[config.mk]
export PLATFORM = sky130hd
export DESIGN_NAME = ram32_fifo_ctrl
export DESIGN_NICKNAME = d
export VERILOG_FILES = /design/src/rtl/ram32_fifo_pkg.sv /design/src/rtl/ram32_fifo_ctrl.sv
export SDC_FILE = /design/constraint.sdc
export NUM_CORES = 1
export LEC_CHECK = 0
export BUFFER_PORTS_ARGS = -buffer_cell sky130_fd_sc_hd__buf_4
export CORE_MARGIN = 10
export CORE_UTILIZATION = 47
export DETAILED_ROUTE_END_ITERATION = 8
export PLACE_DENSITY = 0.75
export SLEW_MARGIN = 10
export SYNTH_ARGS = -nofsm -noshare
export SYNTH_HDL_FRONTEND = slang
export SYNTH_SLANG_ARGS = --single-unit
[constraint.sdc]
create_clock -name CLK -period 2.55 [get_ports CLK]
set_input_delay 0.51 -clock CLK [delete_from_list [all_inputs] [get_ports CLK]]
set_output_delay 0.51 -clock CLK [all_outputs]
set_load 0.05 [all_outputs]
[src/rtl/ram32_fifo_pkg.sv]
// ram32_fifo_pkg: shared constants and arbitration state encoding for ram32_fifo_ctrl
package ram32_fifo_pkg;
  localparam int DEPTH = 32;
  localparam int PTR_W = 5;
  typedef enum logic {PRIO_WR = 1'b0, PRIO_RD = 1'b1} prio_e;
endpackage

[src/rtl/ram32_fifo_ctrl.sv]
// ram32_fifo_ctrl: FIFO controller for an external 32xWIDTH single-port select RAM plus a fall-through output register.
// Ports: CLK/RST_N (sync, active-low); S_VALID/S_READY/S_DATA push side; M_VALID/M_READY/M_DATA pop side;
// LEVEL total entries (RAM + output register); RAM_WE/RAM_A/RAM_D/RAM_O drive the external RAM bank.
module ram32_fifo_ctrl
  import ram32_fifo_pkg::*;
#(
  parameter int WIDTH = 8
) (
  input  logic             CLK,
  input  logic             RST_N,
  input  logic             S_VALID,
  output logic             S_READY,
  input  logic [WIDTH-1:0] S_DATA,
  output logic             M_VALID,
  input  logic             M_READY,
  output logic [WIDTH-1:0] M_DATA,
  output logic [5:0]       LEVEL,
  output logic             RAM_WE,
  output logic [PTR_W-1:0] RAM_A,
  output logic [WIDTH-1:0] RAM_D,
  input  logic [WIDTH-1:0] RAM_O
);
  localparam logic [5:0] FULL = 6'(DEPTH);
  logic [PTR_W-1:0] wr_ptr_q, wr_ptr_d, rd_ptr_q, rd_ptr_d;
  logic [5:0]       cnt_q, cnt_d, level_q, level_d;
  logic             m_valid_q, m_valid_d;
  logic [WIDTH-1:0] m_data_q, m_data_d;
  prio_e            state_q, state_d;
  logic             out_free, refill_req, bypass, push, pop, wr_grant, rd_grant, contend;
  always_ff @(posedge CLK) begin
    if (!RST_N) begin
      state_q   <= PRIO_WR;
      wr_ptr_q  <= '0;
      rd_ptr_q  <= '0;
      cnt_q     <= '0;
      level_q   <= '0;
      m_valid_q <= 1'b0;
    end else begin
      state_q   <= state_d;
      wr_ptr_q  <= wr_ptr_d;
      rd_ptr_q  <= rd_ptr_d;
      cnt_q     <= cnt_d;
      level_q   <= level_d;
      m_valid_q <= m_valid_d;
    end
  end
  always_ff @(posedge CLK) m_data_q <= m_data_d;
  // A full RAM cannot compete for the write slot while priority sits with writes,
  // so only a push that could actually be written counts as contention there.
  always_comb begin
    contend = refill_req && S_VALID && (state_q == PRIO_RD || cnt_q < FULL);
    state_d = contend ? (state_q == PRIO_WR ? PRIO_RD : PRIO_WR) : state_q;
  end
  always_comb begin
    out_free   = !m_valid_q || M_READY;
    refill_req = cnt_q != '0 && out_free;
    bypass     = cnt_q == '0 && out_free;
    S_READY    = RST_N && (bypass || (cnt_q < FULL && !(refill_req && state_q == PRIO_RD)));
    push       = S_VALID && S_READY;
    pop        = m_valid_q && M_READY;
    wr_grant   = push && !bypass;
    rd_grant   = refill_req && !wr_grant;
    RAM_WE     = wr_grant;
    RAM_A      = wr_grant ? wr_ptr_q : rd_ptr_q;
    RAM_D      = S_DATA;
    wr_ptr_d   = wr_ptr_q + PTR_W'(wr_grant);
    rd_ptr_d   = rd_ptr_q + PTR_W'(rd_grant);
    cnt_d      = cnt_q + 6'(wr_grant) - 6'(rd_grant);
    level_d    = level_q + 6'(push) - 6'(pop);
    m_valid_d  = rd_grant || (bypass && push) || (m_valid_q && !pop);
    m_data_d   = rd_grant ? RAM_O : (bypass && push) ? S_DATA : m_data_q;
  end
  assign M_VALID = m_valid_q;
  assign M_DATA  = m_data_q;
  assign LEVEL   = level_q;
endmodule

==> results of run 1 <==
==> worst min-delay path by stage <==
stage                start           to  slack [ps]  cells past startpoint
2_1_floorplan     cnt_q[5]      M_VALID         540                      2
3_3_place_gp   wr_ptr_q[4]  wr_ptr_q[4]         560                      2
3_5_place_dp   wr_ptr_q[0]  wr_ptr_q[0]         570                      2
4_1_cts           RAM_O[6]    M_DATA[6]         510                      2
5_1_grt           RAM_O[5]    M_DATA[5]         510                      2
6_report          RAM_O[5]    M_DATA[5]         510                      2
==> power breakdown <==
group	switching [uW]	internal [uW]	total, uW	leakage (uW)
registers	113	744	857	0.000278
logic	1230	936	2160	0.000850
clock network	190	290	480	0.0000552
total	1530	1970	3500	0.00118
==> sequential cells by signal (all words and copies together), names as in the netlist <==
| register | count |
|---|---|
| M_DATA | 8 |
| LEVEL | 6 |
| cnt_q | 6 |
| rd_ptr_q | 5 |
| wr_ptr_q | 5 |
| M_VALID | 1 |
| state_q | 1 |
==> area by class of cell <==
cell class | count | share of cell area
multi-input cells | 118 | 0.426
flip-flops and latches | 32 | 0.280
repair buffers | 66 | 0.205
clock buffers | 6 | 0.0279
inverters | 16 | 0.0246
well taps | 48 | 0.0231
clock inverters | 2 | 0.0135
==> what timing repair did <==
item / 4_1_cts / 5_1_grt
pin swaps: 0 / 2
gates resized for setup: 4 / 26
endpoints found under the hold margin: 0 / 0
setup buffers: 1 / 2
setup endpoints to repair: 4 / 9
==> per-stage QoR <==
stage	hold WS, ps	worst slack (ps)	TNS [ps]	util	power (uW)
2_1_floorplan	537	3.81	0	-	2280
3_3_place_gp	563	-24.1	-24.1	0.630	2760
3_5_place_dp	574	-58.4	-74.1	0.630	2800
4_1_cts	505	13.5	0	0.666	3350
5_1_grt	505	-49.8	-146	0.694	3750
6_report	508	39.6	0	0.694	3500
==> cells by family (layout without fill, tap and decap cells) <==
| group | Yosys count | count (layout) |
|---|---|---|
| AOI/OAI and AO/OA | 23 | 23 |
| xor gates and xnor gates | 10 | 10 |
| adders and majority gates | 19 | 19 |
| buffers and inverters | 28 | 90 |
| DFF | 32 | 32 |
| muxes | 13 | 13 |
| and+or+nand+nor | 53 | 53 |
==> placed cells by master, fill, tap and decap left out, drive strengths merged <==
master and instances:
a211oi 2, a21o 3, a21oi 5, a311oi 1, a31o 1, and2 17, and3 2, and4 1
buf 66, bufinv 1, clkbuf 6, clkinv 1, clkinvlp 1, dfxtp 24, edfxtp 8, fa 2
ha 17, inv 15, mux2 13, nand2 6, nand2b 4, nand3 8, nand4 1, nand4bb 1
nor2 3, nor2b 2, nor3b 2, nor4 1, nor4b 3, o211ai 1, o21a 1, o21ai 6
o21bai 1, o311ai 2, or2 1, or3 1, xnor2 6, xor2 4
==> critical path, stage by stage, from the launching register on <==
cell,delay (ps)
dfxtp_4,350
inv_1,50
ha_2,180
nand4bb_4,170
nand2b_4,200
nand4_4,120
buf_6,140
mux2_2,350
buf_6,160
==> layer usage <==
layer	global-route usage	up-vias	wire length, um
met5	0	-	0
met4	0.0462	0	78
met3	0.0361	8	201
met2	0.166	43	1830
met1	0.155	663	2040
li1	-	733	-
==> impl_metrics.json, run 1 <==
{
  "clkLatencyLatePin_ps": 280,
  "yosys_register_bits": 32,
  "crit_type": "register to primary output",
  "cts_buffers": 5,
  "yosysTopAreaCell": "dfxtp_1",
  "rsz0062_at_grt": "true",
  "grt_overflow": 0,
  "synth-compound-area-share": 0.0922,
  "yosysSeqAreaShare": 0.388,
  "start_kind": "register",
  "multi_input_area_sq_um": 1110,
  "yosysTopAreaCellShare": 0.258,
  "place_inst": 277,
  "synthMostInstantiatedCell": "dfxtp_1",
  "final-instance-count-excl-fill": 288,
  "postSynth.asyncResetShare": 0,
  "ff2ff_path_depth": 13,
  "place_congestion": 0.822,
  "antenna_cells": 0,
  "die_y_um": 82.9,
  "grt_pass1_vias": 1385,
  "power_per_cell_area_nw_per_um2": 1350,
  "grt_pass1_wl_mm": 6.82,
  "syn-num-nets": 217,
  "viasPerCell": 5.02,
  "drtIter0Drc": 53,
  "grt_use_total": 0.115,
  "hp-class": "input port to register",
  "synthXorXnorAreaFrac": 0.0471,
  "ctsLongestPathBuffers": 2,
  "end_kind": "primary output",
  "fin_area_sq_um": 2600,
  "yosysWarningCount": 0,
  "syn_to_final_growth_pct": 39.8,
  "ir_drop_mv": 0.779,
  "muxShareOfSynthArea": 0.0787,
  "htree_levels": 2,
  "avgSynthCellArea_sq_um": 10.4,
  "rows": 22,
  "setup_viol_count_final": 0,
  "critPathLaunch": "cnt_q[5]",
  "port_buffers": 49,
  "finalCritPeriodShare": 0.984,
  "p_leak_uw": 0.00118,
  "arrival_ps": 2000,
  "synthTopCellsByCount": "24 x dfxtp_1, 17 x and2_1, 17 x ha_1",
  "netlist_top_cells_area": "dfxtp_1 26%, edfxtp_1 13%, ha_1 11%",
  "fmax_mhz": 398,
  "ios": 50,
  "crit_end": "RAM_A[3]",
  "die_x_um": 82.9,
  "crit_path_max_fanout": 5,
  "timing.reg2reg.setup_slack_ps": 100,
  "avgRoutedWirePerCell_um": 14.4,
  "relSlewSlack": 0.291,
  "drc_errors": 0,
  "wl_mm": 4.15,
  "synthAdderAreaFrac": 0.136,
  "die_area_sq_um": 6870,
  "r2r-end": "LEVEL[4]",
  "cap_violations": 0,
  "required_ps": 2040,
  "initial_utilization": 0.497,
  "status": "finished clean",
  "worst_pin_slew_ps": 1050,
  "fillers": 278,
  "drive_gt1_frac": 0.446,
  "core_sq_um": 3740,
  "antenna_found_initial": 0,
  "syn_area_sq_um": 1860,
  "drtPass1Iterations": 4,
  "regArea_sq_um": 728,
  "hold_viol": 0,
  "ant_nets": 0,
  "cts_tree": "built",
  "dp_hpwl_mm": 3.03,
  "yosys.area_share.simple": 0.182,
  "drv_slew": 0,
  "cts.sink_count": 32,
  "yosys.cell_types.count": 41,
  "syn_inst": 178,
  "synth-edff-count": 8,
  "cts_hold_buf": 0,
  "synth_flop_cell": "dfxtp_1",
  "num_vias": 1447,
  "grt_max_degree": 36,
  "post_dp_cell_area_sq_um": 2360,
  "cts.clk_slew.worst_paths_ps": 70,
  "synth_top_family_by_area": "simple AND/OR/NAND/NOR gates",
  "fin_skew_ps": 6.49,
  "fin_crit_ps": 2510,
  "layout.nets": 278,
  "clock-root-buffer": "clkbuf_8",
  "crit-reg2reg-launch": "cnt_q[5]"
}
No activity file was read; power rests on OpenSTA's default activity.
==> inputs of run 2 (changes only) <==
CORE_UTILIZATION = 52   (was 47)
PLACE_DENSITY = 0.79   (was 0.75)
clock period = 2.8 ns   (was 2.55 ns; I/O delays follow)
==> run 2 against run 1 <==
Effect of this change:
- sequential power fell by 9.2%
- sequential cell count is the same
- via count decreased by 1.5%
- core utilization shrank 0.20 points
- worst setup slack gained 79 ps
- highest routed layer unchanged
- critical endpoint is now RAM_A[0]
- critical path type unchanged
- critical path depth did not move
- clock power fell by 23%
- cell count decreased by 5.6%
- global-route usage increased by 1.1 points
- clock-buffer cell count unchanged
==> impl_metrics.json, run 2 (synthesis gave the netlist of run 1 again) <==
{
  "status": "finished clean",
  "drv_slew": 0,
  "grt_overflow": 0,
  "cap_violations": 0,
  "whs_path_depth": 2,
  "fin_crit_ps": 2680,
  "grt_max_degree": 36,
  "clkLatencyLatePin_ps": 340,
  "ios": 50,
  "cts_hold_buf": 0,
  "r2r-end": "cnt_q[4]",
  "drc_errors": 0,
  "largest_register_ffs": 8,
  "pwr-share-comb": 0.597,
  "num_vias": 1426,
  "cts_buffers": 5,
  "relSlewSlack": 0.307,
  "cts_tree": "built",
  "end_kind": "primary output",
  "ff2ff_path_depth": 13,
  "worst_pin_slew_ps": 1030,
  "tns_ps": 0,
  "place_inst": 264,
  "wl_mm": 4.01,
  "clock-root-buffer": "clkbuf_4",
  "rows": 21,
  "core_sq_um": 3390,
  "layout.nets": 264,
  "start_kind": "register",
  "internal_power_uw": 1550,
  "die_x_um": 79.8,
  "layout_commonest_cell": "buf_4",
  "drtIter0Drc": 87,
  "syn_to_final_growth_pct": 26.2,
  "post_dp_cell_area_sq_um": 2230,
  "finalCritPeriodShare": 0.958,
  "fin_skew_ps": 9.74,
  "p_sw_uw": 1300,
  "fmax_mhz": 373,
  "setup_viol_count_final": 0,
  "fin_total_pwr_uw": 2850,
  "required_ps": 2240,
  "hp-class": "input port to register",
  "arrival_ps": 2120,
  "avgRoutedWirePerCell_um": 14.7,
  "timing.reg2reg.setup_slack_ps": 170,
  "crit_path_max_fanout": 5,
  "dp_hpwl_mm": 3.13,
  "power_per_cell_area_nw_per_um2": 1210,
  "antenna_cells": 0,
  "drive_gt1_frac": 0.358,
  "regArea_sq_um": 726,
  "grt_pass1_wl_mm": 6.50,
  "initial_utilization": 0.549,
  "rsz0062_at_grt": "false",
  "min_to": "M_DATA[1]",
  "swShare": 0.457,
  "hold_viol": 0,
  "holdWs_ps": 505,
  "final_cell_mix": "52 x buf_4, 22 x dfxtp_1, 17 x and2_1, 17 x ha_1, 15 x inv_1",
  "port_buffers": 49,
  "crit-reg2reg-launch": "cnt_q[5]",
  "htree_levels": 2,
  "grt_pass1_vias": 1424,
  "power_frac_seq": 0.273,
  "die_area_sq_um": 6370,
  "fin_area_sq_um": 2350,
  "multi_input_area_sq_um": 1020,
  "ctsLongestPathBuffers": 2,
  "postCtsSetupRepairBufs": 0,
  "final-instance-count-excl-fill": 272,
  "viasPerCell": 5.24,
  "ant_nets": 0,
  "crit_type": "register to primary output",
  "worstHoldStart": "RAM_O[1]",
  "p_leak_uw": 0.00107,
  "antenna_found_initial": 0,
  "fillers": 247,
  "place_congestion": 0.792,
  "die_y_um": 79.8,
  "cts.clk_slew.worst_paths_ps": 100,
  "grt_use_total": 0.126,
  "cts.sink_count": 32,
  "ir_drop_mv": 0.881,
  "drtPass1Iterations": 4,
  "clockPowerShare": 0.130
}
[run 2: cell types whose count changed in the layout (fill, tap and decap cells not counted), moves of 3 or more]
| cell | previous run | this run |
|---|---|---|
| clkbuf_8 | 5 | 1 |
| mux2_4 | 4 | 0 |
| buf_4 | 60 | 52 |
| ha_2 | 3 | 0 |
| ha_1 | 13 | 17 |
| mux2_2 | 3 | 7 |
| clkbuf_4 | 0 | 5 |
| buf_8 | 4 | 0 |
[run 2: what timing repair did]
action	4_1_cts	5_1_grt
endpoints found under the hold margin	0	0
gates resized for setup	0	7
setup endpoints to repair	0	7
[run 2: critical path, cell delays in order (launching register included)]
cell	delay (ps)
dfxtp_4	380
inv_1	60
ha_1	190
nand4bb_4	160
nand2b_4	180
nand4_2	130
buf_4	160
mux2_2	330
buf_4	190
[run 2: worst max path at each step]
stage | slack [ps] | start | endpoint | depth (start not counted)
floorplan | 110 | cnt_q[5] | cnt_q[4] | 13
global placement | 140 | M_READY | LEVEL[4] | 12
detailed placement | 80 | M_READY | LEVEL[4] | 12
CTS | 10 | cnt_q[5] | RAM_A[0] | 8
global route | 2 | cnt_q[2] | cnt_q[4] | 13
finish | 120 | cnt_q[5] | RAM_A[0] | 8
[run 2: area by class of cell]
type                       count  area share
clock buffer                   6      0.0219
clock inverter                 2      0.0144
inverter                      16      0.0272
multi-input combinational    118       0.436
sequential                    32       0.309
tap                           46      0.0245
timing repair buffer          52       0.166
[run 2: metal layers]
| layer | part of all wire | wire length (um) | global-route usage |
|---|---|---|---|
| met5 | 0 | 0 | 0 |
| met4 | 0.011 | 45 | 0.0423 |
| met3 | 0.12 | 485 | 0.0687 |
| met2 | 0.46 | 1850 | 0.209 |
| met1 | 0.41 | 1630 | 0.135 |
[run 2: through the flow]
stage | util | setup WS [ps]
floorplan | - | 113
global placement | 0.658 | 135
detailed placement | 0.658 | 75.6
CTS | 0.683 | 12.3
global route | 0.692 | 2.32
finish | 0.692 | 119
[run 2: power groups by stage]
stage	Clock, uW	Sequential (uW)	Combinational (uW)
after global routing	394	801	1850
after floorplan	0	1100	919
after CTS	377	772	1660
after detailed placement	0	782	1640
after global placement	0	774	1590
final	369	778	1700
==> inputs of run 3 (changes only) <==
ABC_AREA = 1   (was unset)
CELL_PAD_IN_SITES_DETAIL_PLACEMENT = 1   (was unset)
CELL_PAD_IN_SITES_GLOBAL_PLACEMENT = 1   (was unset)
CORE_MARGIN = unset   (was 10)
CORE_UTILIZATION = 37   (was 52)
PLACE_DENSITY = unset   (was 0.79)
PLACE_DENSITY_LB_ADDON = 0.1   (was unset)
==> run 3 against run 2 <==
Effect of this change:
- sequential share of layout area is 0.19 points higher
- core utilization is 18 points lower
- synthesized cell count is 26% higher
- die area is 19% lower
==> impl_metrics.json, run 3 <==
{
  "p_leak_uw": 0.00121,
  "yosysSeqAreaShare": 0.401,
  "drive_gt1_frac": 0.273,
  "die_x_um": 71.7,
  "yosys_register_bits": 32,
  "met3_usage": 0.0675,
  "ios": 50,
  "cts_resized": 0,
  "synthMostInstantiatedCell": "nand2_1",
  "cap_violations": 0,
  "htree_levels": 2,
  "netlist_top_cells_area": "dfxtp_1 27%, edfxtp_1 13%, nand2_1 13%",
  "synthTopCellsByCount": "62 x nand2_1, 33 x inv_1, 24 x dfxtp_1",
  "syn_area_sq_um": 1800,
  "post_dp_cell_area_sq_um": 2200,
  "fin_total_pwr_uw": 3020,
  "met1_usage": 0.198,
  "synth-edff-count": 8,
  "crit-reg2reg-launch": "cnt_q[2]",
  "timing.reg2reg.setup_slack_ps": 210,
  "r2r-end": "cnt_q[4]",
  "syn-num-nets": 263,
  "ctsLongestPathBuffers": 2,
  "place_inst": 319,
  "crit_path_max_fanout": 4,
  "yosysTopAreaCell": "dfxtp_1",
  "start_kind": "register",
  "setup_viol_count_final": 0,
  "yosys.cell_types.count": 27,
  "hold_viol": 0,
  "clock-root-buffer": "clkbuf_8",
  "avgSynthCellArea_sq_um": 8.02,
  "synth_flop_cell": "dfxtp_1",
  "whs_path_depth": 2,
  "drv_slew": 0,
  "postSynth.asyncResetShare": 0,
  "final-instance-count-excl-fill": 327,
  "arrival_ps": 2810,
  "drc_errors": 0,
  "place_congestion": 0.756,
  "fin_crit_ps": 2590,
  "fin_util": 0.515,
  "clockPowerShare": 0.145,
  "ir_drop_mv": 0.604,
  "hp-class": "register to register",
  "layout_commonest_cell": "nand2_1",
  "syn_inst": 224,
  "fmax_mhz": 387,
  "end_kind": "register",
  "cts_tree": "built",
  "initial_utilization": 0.399,
  "clkLatencyLatePin_ps": 280,
  "p_sw_uw": 1480,
  "drtIter0Drc": 70,
  "cts.sink_count": 32,
  "power_frac_seq": 0.255,
  "wl_mm": 4.14,
  "die_y_um": 71.7,
  "status": "finished clean",
  "power_per_cell_area_nw_per_um2": 1300,
  "crit_chain": "inv_1 > ha_1 > nand2_1 > inv_2 > a21boi_2 > nand2_4 > nor2_2 > inv_2 > nand2_1 > ha_1 > inv_1 > fa_1 > o31ai_2 > o21ai_0 > a21oi_1",
  "worst_pin_slew_ps": 360,
  "num_vias": 1563,
  "relSlewSlack": 0.759,
  "syn_to_final_growth_pct": 29.2,
  "viasPerCell": 4.78,
  "cp_top_family": "adder cells",
  "grt_pass1_vias": 1516,
  "yosysWarningCount": 0,
  "post-place-ws_ps": 45.5,
  "cts_hold_buf": 0,
  "min_to": "state_q",
  "pwr-share-comb": 0.599,
  "grt_pass1_wl_mm": 6.67,
  "layout.nets": 313,
  "grt_overflow": 0,
  "use_met2": 0.288,
  "dp_hpwl_mm": 3.13,
  "grt_busiest_layer": "met2",
  "max_stage_delay_ps": 460,
  "antenna_found_initial": 0,
  "fin_area_sq_um": 2320,
  "cts_buffers": 5,
  "finalCritPeriodShare": 0.923,
  "yosysTopAreaCellShare": 0.268,
  "die_area_sq_um": 5140,
  "grt_max_degree": 13,
  "fin_skew_ps": 4.72,
  "antenna_cells": 0,
  "final_cell_mix": "62 x nand2_1, 54 x buf_4, 32 x inv_1",
  "largest_register_ffs": 8,
  "port_buffers": 49,
  "path_buf_inv": 4,
  "rows": 24,
  "worstHoldStart": "state_q",
  "grt_use_total": 0.169,
  "core_sq_um": 4500,
  "drtPass1Iterations": 4,
  "final.setup.worst_slack_ps": 214,
  "swShare": 0.491,
  "postCtsSetupRepairBufs": 0,
  "internal_power_uw": 1530,
  "avgRoutedWirePerCell_um": 12.7,
  "cts.clk_slew.worst_paths_ps": 70,
  "ff2ff_path_depth": 15,
  "crit_type": "register to register",
  "slowest_stage": "fa_1",
  "ant_nets": 0,
  "required_ps": 3020
}
[run 3: cell count changes after synthesis, moves of 4 or more]
cell / before / now
nand2_1: 5 / 62
and2_1: 17 / 0
inv_1: 16 / 33
a21oi_1: 4 / 15
mux2_2: 7 / 0
nor2_1: 3 / 10
mux2_1: 6 / 0
o21ai_0: 6 / 12
xnor2_1: 6 / 2
[run 3: worst reg2reg max path, delay by kind of cell (launching register included)]
family	cells	cell delay [ps]
AO/OA/AOI/OAI	4	750
adder cells (fa/ha/maj)	3	820
buffers and inverters	4	240
flip-flops	1	330
AND/OR/NAND/NOR	4	370
[run 3: cell families after synthesis]
group	Yosys count	share of synthesized area
compound gates	31	0.0934
xor+xnor	5	0.0244
fa+ha+maj	19	0.141
buf+inv	47	0.119
flops	32	0.401
simple gates	90	0.221
[run 3: power by group through the flow]
stage	Combinational [uW]	Clock, uW	Sequential (uW)
after floorplan	957	0	1130
after global placement	1730	0	780
after detailed placement	1780	0	782
after CTS	1790	456	773
after global routing	1990	478	790
final	1810	439	771
[run 3: worst max path at each step]
stage | end | startpoint | cells past startpoint
finish | cnt_q[4] | cnt_q[2] | 15
global route | LEVEL[4] | cnt_q[2] | 17
CTS | cnt_q[4] | cnt_q[2] | 15
detailed placement | LEVEL[4] | M_READY | 16
global placement | LEVEL[4] | M_READY | 16
floorplan | LEVEL[4] | M_READY | 15
[run 3: metal layers]
| metal | vias to the layer above | wire (um) |
|---|---|---|
| li1 | 804 | - |
| met1 | 727 | 1840 |
| met2 | 30 | 2060 |
| met3 | 2 | 211 |
| met4 | 0 | 27 |
| met5 | - | 0 |
[run 3: final cells by class]
cell class	instances	area, sq um
inverters	36	135
clock buffers	6	72.6
flip-flops and latches	32	722
fillers	567	2180
well taps	52	65.1
repair buffers	54	405
clock inverters	2	35.0
multi-input cells	145	885
[run 3: metrics by stage]
step           hold WS, ps  setup TNS (ps)
4_1_cts                472               0
3_3_place_gp           446               0
3_5_place_dp           461               0
2_1_floorplan          426               0
5_1_grt                491           -3.28
6_report               465               0
